## config.mk

```make
export PLATFORM = sky130hd
export DESIGN_NAME = modn_down_timer
export DESIGN_NICKNAME = d
export VERILOG_FILES = /design/src/rtl/modn_down_timer_pkg.sv /design/src/rtl/modn_down_timer_sat_counter.sv /design/src/rtl/modn_down_timer.sv
export SDC_FILE = /design/constraint.sdc
export NUM_CORES = 1
export LEC_CHECK = 0
export CAP_MARGIN = 10
export CORE_UTILIZATION = 40
export DETAILED_ROUTE_END_ITERATION = 6
export GPL_ROUTABILITY_DRIVEN = 1
export PLACE_DENSITY = 0.67
export SYNTH_ARGS = -nofsm -noshare
export SYNTH_HDL_FRONTEND = slang
export SYNTH_SLANG_ARGS = --single-unit
```

## constraint.sdc

```tcl
create_clock -name clk -period 1.9 [get_ports clk]
set_clock_uncertainty 0.1 [all_clocks]
set_input_delay 0.19 -clock clk [delete_from_list [all_inputs] [get_ports clk]]
set_output_delay 0.19 -clock clk [all_outputs]
set_load 0.01 [all_outputs]
```

## src/rtl/modn_down_timer_pkg.sv

```systemverilog
// Shared types and helpers for the mod-N timer family.
package modn_pkg;

    typedef enum logic [1:0] {
        IDLE = 2'd0,
        RUN  = 2'd1,
        DONE = 2'd2
    } modn_state_t;

    localparam int unsigned WRAP_W = 8;

    // Limit a requested count value to the legal range 0..n-1.
    function automatic int unsigned clamp_mod(input int unsigned val, input int unsigned n);
        return (val >= n) ? (n - 1) : val;
    endfunction

endpackage

```

## src/rtl/modn_down_timer_sat_counter.sv

```systemverilog
// Saturating up-counter with synchronous clear; clear beats increment.
module sat_counter
    import modn_pkg::*;
#(
    parameter int unsigned W = WRAP_W
) (
    input  logic         clk,
    input  logic         i_clr,
    input  logic         i_inc,
    output logic [W-1:0] o_cnt
);

    logic [W-1:0] r_cnt;

    always_ff @(posedge clk) begin
        if (i_clr) begin
            r_cnt <= '0;
        end else if (i_inc && (r_cnt != '1)) begin
            r_cnt <= r_cnt + W'(1);
        end
    end

    assign o_cnt = r_cnt;

endmodule

```

## src/rtl/modn_down_timer.sv

```systemverilog
// Programmable mod-N down-counting timer with periodic/one-shot modes,
// a one-cycle terminal-count pulse and a saturating reload counter.
module modn_down_timer
    import modn_pkg::*;
#(
    parameter int unsigned N     = 10,
    parameter int unsigned WIDTH = 4
) (
    input  logic              clk,
    input  logic              reset,
    input  logic              load,
    input  logic [WIDTH-1:0]  load_val,
    input  logic              start,
    input  logic              periodic,
    input  logic              en,
    output logic [WIDTH-1:0]  out,
    output logic              tc,
    output logic              busy,
    output logic [WRAP_W-1:0] wraps
);

    localparam logic [WIDTH-1:0] TOP = WIDTH'(N - 1);

    modn_state_t      r_state, w_state_nxt;
    logic [WIDTH-1:0] r_out, w_out_nxt;
    logic [WIDTH-1:0] r_reload, w_reload_nxt;
    logic             r_mode, w_mode_nxt;
    logic             r_tc, w_tc_nxt;
    logic             r_busy, w_busy_nxt;
    logic             w_wrap_inc;
    logic             w_wrap_clr;
    logic [WIDTH-1:0] w_load_clamped;

    assign w_load_clamped = WIDTH'(clamp_mod(32'(load_val), N));

    always_ff @(posedge clk) begin
        if (reset) begin
            r_state  <= IDLE;
            r_out    <= TOP;
            r_reload <= TOP;
            r_mode   <= 1'b0;
            r_tc     <= 1'b0;
            r_busy   <= 1'b0;
        end else begin
            r_state  <= w_state_nxt;
            r_out    <= w_out_nxt;
            r_reload <= w_reload_nxt;
            r_mode   <= w_mode_nxt;
            r_tc     <= w_tc_nxt;
            r_busy   <= w_busy_nxt;
        end
    end

    // tc defaults low so it is a single-cycle pulse whatever en does.
    always_comb begin
        w_state_nxt  = r_state;
        w_out_nxt    = r_out;
        w_reload_nxt = r_reload;
        w_mode_nxt   = r_mode;
        w_tc_nxt     = 1'b0;
        w_wrap_inc   = 1'b0;
        w_wrap_clr   = 1'b0;

        if (load) begin
            w_reload_nxt = w_load_clamped;
            w_out_nxt    = w_load_clamped;
            w_state_nxt  = IDLE;
            w_wrap_clr   = 1'b1;
        end else begin
            case (r_state)
                IDLE, DONE: begin
                    if (start) begin
                        w_out_nxt   = r_reload;
                        w_mode_nxt  = periodic;
                        w_state_nxt = RUN;
                        w_tc_nxt    = (r_reload == '0);
                    end
                end
                RUN: begin
                    if (en) begin
                        if (r_out != '0) begin
                            w_out_nxt = r_out - WIDTH'(1);
                            w_tc_nxt  = (r_out == WIDTH'(1));
                        end else if (r_mode) begin
                            w_out_nxt  = r_reload;
                            w_wrap_inc = 1'b1;
                            w_tc_nxt   = (r_reload == '0);
                        end else begin
                            w_state_nxt = DONE;
                        end
                    end
                end
                default: begin
                    w_state_nxt = IDLE;
                end
            endcase
        end

        w_busy_nxt = (w_state_nxt == RUN);
    end

    sat_counter #(
        .W (WRAP_W)
    ) u_wraps (
        .clk   (clk),
        .i_clr (reset | w_wrap_clr),
        .i_inc (w_wrap_inc),
        .o_cnt (wraps)
    );

    assign out  = r_out;
    assign tc   = r_tc;
    assign busy = r_busy;

endmodule
```

==> results.sh, run 1 <==
export IMPL_status="complete, no violations"
export IMPL_r2r_cells=6
export IMPL_max_slew_margin_pct=69.8
export IMPL_drt_iter0_markers=29
export IMPL_drt_wl_total_mm=2.55
export IMPL_first_pass_iters=4
export IMPL_grt_antenna_before_repair=0
export IMPL_insertion_delay_ps=300
export IMPL_rows=18
export IMPL_area_growth_pct=35.9
export IMPL_grt_pass1_wl_mm=4.24
export IMPL_path_cells="inv_2 > ha_4 > or4b_4 > a311o_1 > o21a_1 > a22oi_1"
export IMPL_synth_cells=123
export IMPL_die_h_um=53.8
export IMPL_holdBufCountCts=0
export IMPL_dpl_hpwl_mm=1.94
export IMPL_drt_met1_wl_mm=1.21
export IMPL_fmax_ghz=0.540
export IMPL_dr_wl_met3_um=90
export IMPL_cts_buffers=3
export IMPL_slowest_stage="or4b_4"
export IMPL_post_cts_setup_buffers=0
export IMPL_slowest_delay_ps=460
export IMPL_grt_overflow=0
export IMPL_synth_seq_cells=21
export IMPL_drc=0
export IMPL_ir_drop_v=0.000414
export IMPL_die_area_um2=2900
export IMPL_ios=24
export IMPL_clockRootBuffer="clkbuf_4"
export IMPL_grt_max_degree=15
export IMPL_nNetsFinal=171
export IMPL_cp_data_required_time_ps=2030
export IMPL_via_count=1037
export IMPL_whs_path_depth=3
export IMPL_post_route_min_period_ps=1850
export IMPL_wire_per_inst_um=13.7
export IMPL_finalCritPeriodShare_pct=97.5
export IMPL_yosysWarningCount=0
export IMPL_worst_pin_slew_ps=448
export IMPL_numPortBuffers=23
export IMPL_coreArea_um2=2500
export IMPL_viasPerCell=5.55
export IMPL_critPathLaunchType="flip-flop"
export IMPL_path_class="flip-flop to flip-flop"
export IMPL_avgSynthCellArea_um2=8.74
export IMPL_cap_violations=0
export IMPL_gp_congestion=0.824
export IMPL_diodes=0
export IMPL_syn_nets=136
export IMPL_ant_nets=0
export IMPL_cp_arrival_ps=1980
export IMPL_r2r_start="out[0]$_SDFFE_PP1P_"
export IMPL_clock_sinks=21
export IMPL_highest_layer="met4"
export IMPL_leakagePower_nw=0.529
export IMPL_holdCritPathClass="primary input to flip-flop"
export IMPL_crit_fanout=5
export IMPL_powerDensity_nw_per_um2=587
export IMPL_cts_htree_levels=1
export IMPL_setup_viol_count_final=0
export IMPL_netlist_area_um2=1070
export IMPL_final_common_cell="clkdlybuf4s50_1"
export IMPL_grt_usage_pct=20.2
export IMPL_initial_core_util_pct=43.0
export IMPL_grt_pass1_vias=979
export IMPL_die_x_um=53.8
export IMPL_hold_start="periodic"
export IMPL_clockBufferDepth=2
export IMPL_fin_util_pct=58.4
export IMPL_layout_drive_gt1_share_pct=17.2
export IMPL_rsz0062_at_grt="true"
export IMPL_ys_types=39
export IMPL_startpoint="out[0]$_SDFFE_PP1P_"
export IMPL_clk_pin_slew_ps=120
export IMPL_fillers=224
export IMPL_cts_tree="yes"
export IMPL_mostFrequentLayoutCells="clkdlybuf4s50_1 (23), dfxtp_1 (19), nor2_1 (16), buf_4 (12), a21oi_1 (9)"
export IMPL_routed_wl_met2_mm=1.24
export IMPL_slew_viol_final=0
export IMPL_yosysSeqAreaShare_pct=39.1
export IMPL_hold_viol_final=0
export IMPL_finalSetupTns_ps=0
export IMPL_end_kind="flip-flop"
[state kept, by name (all words and copies together), names as in the netlist]
| name | count |
|---|---|
| u_wraps.o_cnt | 8 |
| out | 4 |
| r_reload | 4 |
| r_state | 2 |
| busy | 1 |
| r_mode | 1 |
| tc | 1 |
[area by class of cell]
cell class	count	area, µm²	area share (%)
well taps	30	37.5	2.57
multi-input cells	93	638	43.7
flip-flops and latches	21	423	29.0
repair buffers	35	320	21.9
clock buffers	4	26.3	1.80
inverters	4	15.0	1.03
[where the power goes]
group,total (mW),internal (mW),switching (mW)
Clock,0.220,0.0817,0.138
Combinational,0.169,0.0906,0.0783
Sequential,0.468,0.456,0.0123
[per-layer routing]
metal | track usage (%) | vias to the layer above
met5 | 0 | -
met4 | 6.58 | 0
met3 | 2.54 | 2
met2 | 33.7 | 24
met1 | 26.7 | 490
li1 | - | 521
[critical path, delay by kind of cell, from the launching register on]
family	cells	cell delay [ps]
buffers and inverters	1	70
AND/OR/NAND/NOR	1	460
flip-flops	1	350
AO/OA/AOI/OAI	3	670
adder cells (fa/ha/maj)	1	130
[synth_stat cells]
cell,instances,area share [%]
nor4b_1,1,0.82
nor3b_1,1,0.70
nand2b_1,2,1.2
a211oi_1,1,0.70
or3b_2,1,0.82
nand3_1,2,0.93
or2_2,1,0.58
o21ai_0,5,2.3
a32oi_1,1,0.82
xnor2_1,1,0.82
o2111ai_1,2,1.6
inv_1,4,1.4
dfxtp_1,21,39
a22oi_1,1,0.70
and4_1,1,0.82
a21oi_1,9,4.2
nor2b_1,6,3.5
o21bai_1,2,1.4
mux2i_1,3,2.8
and3_1,1,0.58
clkbuf_1,4,1.4
nor3_1,4,1.9
nor4_1,1,0.58
or4b_4,1,1.3
a311o_1,2,1.9
o211ai_1,1,0.70
ha_1,3,3.5
a32o_1,1,0.93
a211o_1,1,0.82
a31oi_1,1,0.58
nand2_1,5,1.7
o21a_1,2,1.4
nand4_1,2,1.2
or3_1,3,1.7
a311oi_1,3,2.4
nor2_1,16,5.6
xor2_1,4,3.3
buf_6,1,1.0
and4bb_2,2,2.3
[final timing paths]
kind,slack [ps],to
hold reg to reg,410,r_reload[2]$_SDFFE_PP0P_
setup reg to reg,50,out[0]$_SDFFE_PP1P_
setup / recovery,50,out[0]$_SDFFE_PP1P_
hold / removal,390,r_mode$_SDFFE_PP0P_
[metrics by stage]
stage / hold slack [ps] / total power [mW] / std cells / setup WS, ps / area, µm²
after floorplan: 237 / 0.560 / 123 / 18.7 / 1080
after global placement: 380 / 0.633 / 183 / 35.2 / 1410
after detailed placement: 389 / 0.636 / 183 / -24.3 / 1410
after CTS: 389 / 0.856 / 187 / 19.7 / 1440
after global routing: 423 / 0.902 / 187 / 7.02 / 1460
final: 392 / 0.857 / 187 / 47.9 / 1460
[cell families after synthesis]
family	Yosys count	synth area share [%]
AOI/OAI and AO/OA	32	20.5
xor gates and xnor gates	5	4.07
adders and majority gates	3	3.49
buffers and inverters	9	3.84
DFF	21	39.1
muxes	3	2.79
and+or+nand+nor	50	26.2
[repair_timing]
| action | in CTS | in global routing |
|---|---|---|
| resized for setup | 1 | 6 |
| endpoints found under the setup margin | 1 | 6 |
| pin swaps | 0 | 1 |
Power figures use the tool's default switching activity.
==> run 2: changes to the inputs <==
- clock period: 1.9 -> 1.7 ns (I/O delays scaled with it)
==> results.sh, run 2 (synthesis gave the netlist of run 1 again) <==
export IMPL_status="finished with violations"
export IMPL_violations="negative setup slack"
export IMPL_largest_reg_flops=8
export IMPL_hold_start="load_val[1]"
export IMPL_leakagePower_nw=0.583
export IMPL_startpoint="out[1]$_SDFFE_PP0P_"
export IMPL_holdCritPathClass="primary input to flip-flop"
export IMPL_ir_drop_v=0.000487
export IMPL_slew_viol_final=0
export IMPL_die_h_um=53.8
export IMPL_die_area_um2=2900
export IMPL_critPathLaunchType="flip-flop"
export IMPL_layout_drive_gt1_share_pct=25.3
export IMPL_wire_per_inst_um=13.9
export IMPL_coreArea_um2=2500
export IMPL_grt_antenna_before_repair=0
export IMPL_met2_usage_pct=31.9
export IMPL_rows=18
export IMPL_worst_pin_slew_ps=444
export IMPL_insertion_delay_ps=310
export IMPL_dp_cells=190
export IMPL_holdBufCountCts=0
export IMPL_grt_pass1_vias=959
export IMPL_cts_htree_levels=1
export IMPL_rsz0062_at_grt="true"
export IMPL_finalSetupTns_ps=-580
export IMPL_clockBufferDepth=2
export IMPL_grt_use_met3_pct=2.54
export IMPL_finalCritPeriodShare_pct=108
export IMPL_hold_viol_final=0
export IMPL_gp_congestion=0.811
export IMPL_diodes=0
export IMPL_gr_usage_met1_pct=29.0
export IMPL_cts_tree="yes"
export IMPL_ant_nets=0
export IMPL_drt_wl_total_mm=2.73
export IMPL_grt_pass1_wl_mm=4.24
export IMPL_grt_overflow=0
export IMPL_powerDensity_nw_per_um2=617
export IMPL_numPortBuffers=23
export IMPL_path_cells="inv_4 > ha_4 > or4b_4 > a311o_1 > a311oi_1"
export IMPL_clockRootBuffer="clkbuf_4"
export IMPL_initial_core_util_pct=43.0
export IMPL_crit_fanout=5
export IMPL_dpl_hpwl_mm=1.91
export IMPL_setup_viol_count_final=8
export IMPL_die_x_um=53.8
export IMPL_slowest_stage="or4b_4"
export IMPL_drt_iter0_markers=20
export IMPL_ios=24
export IMPL_cp_data_required_time_ps=1820
export IMPL_fillers=222
export IMPL_fin_cells=196
export IMPL_clk_pin_slew_ps=130
export IMPL_clock_sinks=21
export IMPL_cp_arrival_ps=1950
export IMPL_path_class="flip-flop to flip-flop"
export IMPL_nNetsFinal=180
export IMPL_viasPerCell=5.45
export IMPL_cts_buffers=3
export IMPL_slowest_delay_ps=460
export IMPL_end_kind="flip-flop"
export IMPL_fmax_ghz=0.546
export IMPL_via_count=1069
export IMPL_grt_usage_pct=20.8
export IMPL_grt_max_degree=15
export IMPL_finalWorstSetupSlack_ps=-133
export IMPL_post_route_min_period_ps=1830
export IMPL_top_usage_layer="met2"
export IMPL_cap_violations=0
export IMPL_drc=0
export IMPL_area_growth_pct=47.4
export IMPL_max_slew_margin_pct=70.2
export IMPL_post_place_ws_ps=-119
export IMPL_r2r_start="out[1]$_SDFFE_PP0P_"
export IMPL_first_pass_iters=4
export IMPL_mostFrequentLayoutCells="clkdlybuf4s50_1 (23), buf_4 (21), dfxtp_1 (19), nor2_1 (16), a21oi_1 (7)"
export IMPL_final_common_cell="clkdlybuf4s50_1"
## run 2: through the flow
step	area, µm²	utilization, %	power, mW	hold WS, ps
finish	1580	63.4	0.977	366
global route	1580	63.4	1.03	385
CTS	1550	62.0	0.983	356
detailed placement	1490	59.6	0.728	388
global placement	1490	59.6	0.725	382
floorplan	1110	-	0.635	217
## run 2: metal layers
layer,up-vias,routed length (µm)
li1,540,-
met1,513,1350
met2,14,1300
met3,2,66
met4,0,20
met5,-,0
## run 2: worst max-delay path, delay by kind of cell (launching register included)
kind            cells  cell delay (ps)
fa+ha+maj           1              130
compound gates      2              630
buf+inv             1               60
simple gates        1              460
flops               1              370
## run 2: layout make-up
type	instances	area (µm²)	share of cell area (%)
Tap cell	30	37.5	2.37
Clock buffer	3	22.5	1.42
Clock inverter	1	5.00	0.316
Inverter	4	17.5	1.11
Sequential cell	21	428	27.0
Multi-Input combinational cell	93	686	43.3
Timing Repair Buffer	44	388	24.5
## run 2: timing repair
action                     CTS  global route
setup endpoints to repair    8            10
setup buffers                2             0
gates resized for setup      3             8
pin swaps                    7             3
## run 2: final timing paths
check / slack [ps] / cells past startpoint / to
setup reg to reg: -130 / 5 / out[1]$_SDFFE_PP0P_
setup / recovery: -130 / 5 / out[1]$_SDFFE_PP0P_
hold / removal: 370 / 3 / r_reload[1]$_SDFFE_PP0P_
hold reg to reg: 410 / 2 / r_reload[1]$_SDFFE_PP0P_
## run 2: power by group
group,total [mW],internal (mW),switching (mW)
Clock,0.252,0.0878,0.164
Combinational,0.203,0.112,0.0912
Sequential,0.522,0.509,0.0128
==> run 3: changes to the inputs <==
- ABC_AREA: unset -> 1
- MAX_ROUTING_LAYER: unset -> met4
- PLACE_DENSITY: 0.67 -> 0.66
- SKIP_CTS_REPAIR_TIMING: unset -> 1
==> results.sh, run 3 <==
export IMPL_crit_fanout=7
export IMPL_syn_nets=195
export IMPL_r2r_slack_ps=140
export IMPL_rr_endpoint="u_wraps.o_cnt[6]$_SDFFE_PP0P_"
export IMPL_grt_usage_pct=17.3
export IMPL_synth_compound_area_share_pct=12.0
export IMPL_clockBufferDepth=2
export IMPL_die_x_um=56.7
export IMPL_grt_antenna_before_repair=0
export IMPL_clock_sinks=21
export IMPL_grt_max_degree=12
export IMPL_slowest_delay_ps=580
export IMPL_cap_violations=0
export IMPL_powerDensity_nw_per_um2=613
export IMPL_netlist_area_um2=1200
export IMPL_cts_tree="yes"
export IMPL_synth_seq_cells=21
export IMPL_yosysTopAreaCellShare_pct=35.1
export IMPL_holdWs_ps=370
export IMPL_ir_drop_v=0.000292
export IMPL_finalPower_uw=938
export IMPL_synth_cells=182
export IMPL_diodes=0
export IMPL_yosys_cell_count_top_type="nand2_1"
export IMPL_leakagePower_nw=0.732
export IMPL_clk_pin_slew_ps=130
export IMPL_ys_top_cells_by_area="dfxtp_1 (35%), nand2_1 (16%), inv_1 (7.8%)"
export IMPL_whs_path_depth=3
export IMPL_numPortBuffers=23
export IMPL_slew_viol_final=0
export IMPL_hold_start="periodic"
export IMPL_synth_edf_count=0
export IMPL_rsz0062_at_grt="false"
export IMPL_async_reset_ff_share_pct=0
export IMPL_cpLargestDelayFamily="buffers and inverters"
export IMPL_drc=4
export IMPL_r2r_cells=7
export IMPL_finalCritPeriodShare_pct=94.3
export IMPL_hold_viol_final=0
export IMPL_synthSimpleGateAreaFrac_pct=37.6
export IMPL_synth_top_family_by_area="simple AND/OR/NAND/NOR gates"
export IMPL_grt_pass1_wl_mm=4.27
export IMPL_cp_arrival_ps=1330
export IMPL_die_area_um2=3220
export IMPL_yosysSeqAreaShare_pct=35.1
export IMPL_mostFrequentLayoutCells="nand2_1 (49), inv_1 (25), nor2_1 (23), clkdlybuf4s50_1 (23), dfxtp_1 (21)"
export IMPL_holdPathEnd="r_mode$_SDFFE_PP0P_"
export IMPL_path_cells="clkdlybuf4s50_1"
export IMPL_initial_core_util_pct=42.7
export IMPL_slowest_stage="clkdlybuf4s50_1"
export IMPL_critPathLaunchType="flip-flop"
export IMPL_die_h_um=56.7
export IMPL_layout_drive_gt1_share_pct=9.39
export IMPL_holdCritPathClass="primary input to flip-flop"
export IMPL_first_pass_iters=6
export IMPL_grt_overflow=0
export IMPL_avgSynthCellArea_um2=6.58
export IMPL_fmax_ghz=0.624
export IMPL_violations="design-rule violations"
export IMPL_end_kind="primary output"
export IMPL_yosysWarningCount=0
export IMPL_max_slew_margin_pct=83.6
export IMPL_dpl_hpwl_mm=2.04
export IMPL_muxShareOfSynthArea_pct=0
export IMPL_ys_dominant_reg_cell="dfxtp_1"
export IMPL_insertion_delay_ps=310
export IMPL_coreArea_um2=2810
export IMPL_nNetsFinal=227
export IMPL_fillers=280
export IMPL_finalSetupTns_ps=0
export IMPL_viasPerCell=4.87
export IMPL_clockRootBuffer="clkbuf_4"
export IMPL_drt_iter0_markers=39
export IMPL_cts_htree_levels=1
export IMPL_yosysTopAreaCell="dfxtp_1"
export IMPL_wire_per_inst_um=10.4
export IMPL_cp_data_required_time_ps=1430
export IMPL_largest_reg_flops=8
export IMPL_status="finished with violations"
export IMPL_cts_buffers=3
export IMPL_ios=24
export IMPL_drt_wl_total_mm=2.54
export IMPL_worst_pin_slew_ps=246
export IMPL_final_common_cell="nand2_1"
export IMPL_synth_fa_ha_area_share_pct=3.13
export IMPL_gp_congestion=0.848
export IMPL_via_count=1188
export IMPL_critPathBufInv=1
export IMPL_post_route_min_period_ps=1600
export IMPL_ant_nets=0
export IMPL_area_growth_pct=27.8
export IMPL_grt_pass1_vias=1007
export IMPL_path_depth=1
export IMPL_path_class="flip-flop to primary output"
export IMPL_synthTopCellsByCount="nand2_1 (50), inv_1 (25), nor2_1 (23), dfxtp_1 (21), a21oi_1 (14)"
export IMPL_synth_xor_area_share_pct=2.19
export IMPL_ys_types=24
export IMPL_r2r_start="out[0]$_SDFFE_PP1P_"
export IMPL_setup_viol_count_final=0
export IMPL_rows=19
-- run 3: area by class of cell --
class	instances	area (µm²)	share of cell area, %
tap	31	38.8	2.53
inverter	29	109	7.11
sequential	21	420	27.5
multi-input combinational	130	661	43.2
timing repair buffer	29	275	18.0
clock buffer	4	26.3	1.72
-- run 3: worst max-delay path by stage --
stage                                   from                            end
4_1_cts        u_wraps.o_cnt[2]$_SDFFE_PP0P_                       wraps[2]
5_1_grt                  out[1]$_SDFFE_PP0P_            out[0]$_SDFFE_PP1P_
6_report       u_wraps.o_cnt[5]$_SDFFE_PP0P_                       wraps[5]
2_1_floorplan            out[0]$_SDFFE_PP1P_            out[1]$_SDFFE_PP0P_
3_3_place_gp                            load  u_wraps.o_cnt[6]$_SDFFE_PP0P_
3_5_place_dp                              en  u_wraps.o_cnt[6]$_SDFFE_PP0P_
-- run 3: cell families (layout without fill, tap and decap cells) --
family,count (synthesis),count (layout)
buf+inv,31,62
flops,21,21
fa+ha+maj,3,3
compound gates,28,28
xor+xnor,3,3
simple gates,96,96
-- run 3: per-layer routing --
layer,track usage (%),wire [µm],part of all wire (%),vias to the layer above
met5,-,0,0,-
met4,5.36,16,0.63,0
met3,2.07,110,4.3,2
met2,25.7,1090,43,27
met1,24.3,1320,52,522
li1,-,-,-,637
-- run 3: report_power, final --
group	total [mW]	switching, mW	internal (mW)
Sequential	0.520	0.0116	0.509
Combinational	0.169	0.0920	0.0775
Clock	0.248	0.157	0.0915
-- run 3: stage by stage --
| stage | instances | setup slack [ps] | area (µm²) | util (%) |
|---|---|---|---|---|
| after global routing | 244 | 8.46 | 1530 | 54.5 |
| after CTS | 244 | 92.5 | 1530 | 54.5 |
| after detailed placement | 240 | 57.4 | 1500 | 53.5 |
| after global placement | 240 | 92.1 | 1500 | 53.5 |
| after floorplan | 182 | 212 | 1200 | - |
| final | 244 | 97.3 | 1530 | 54.5 |
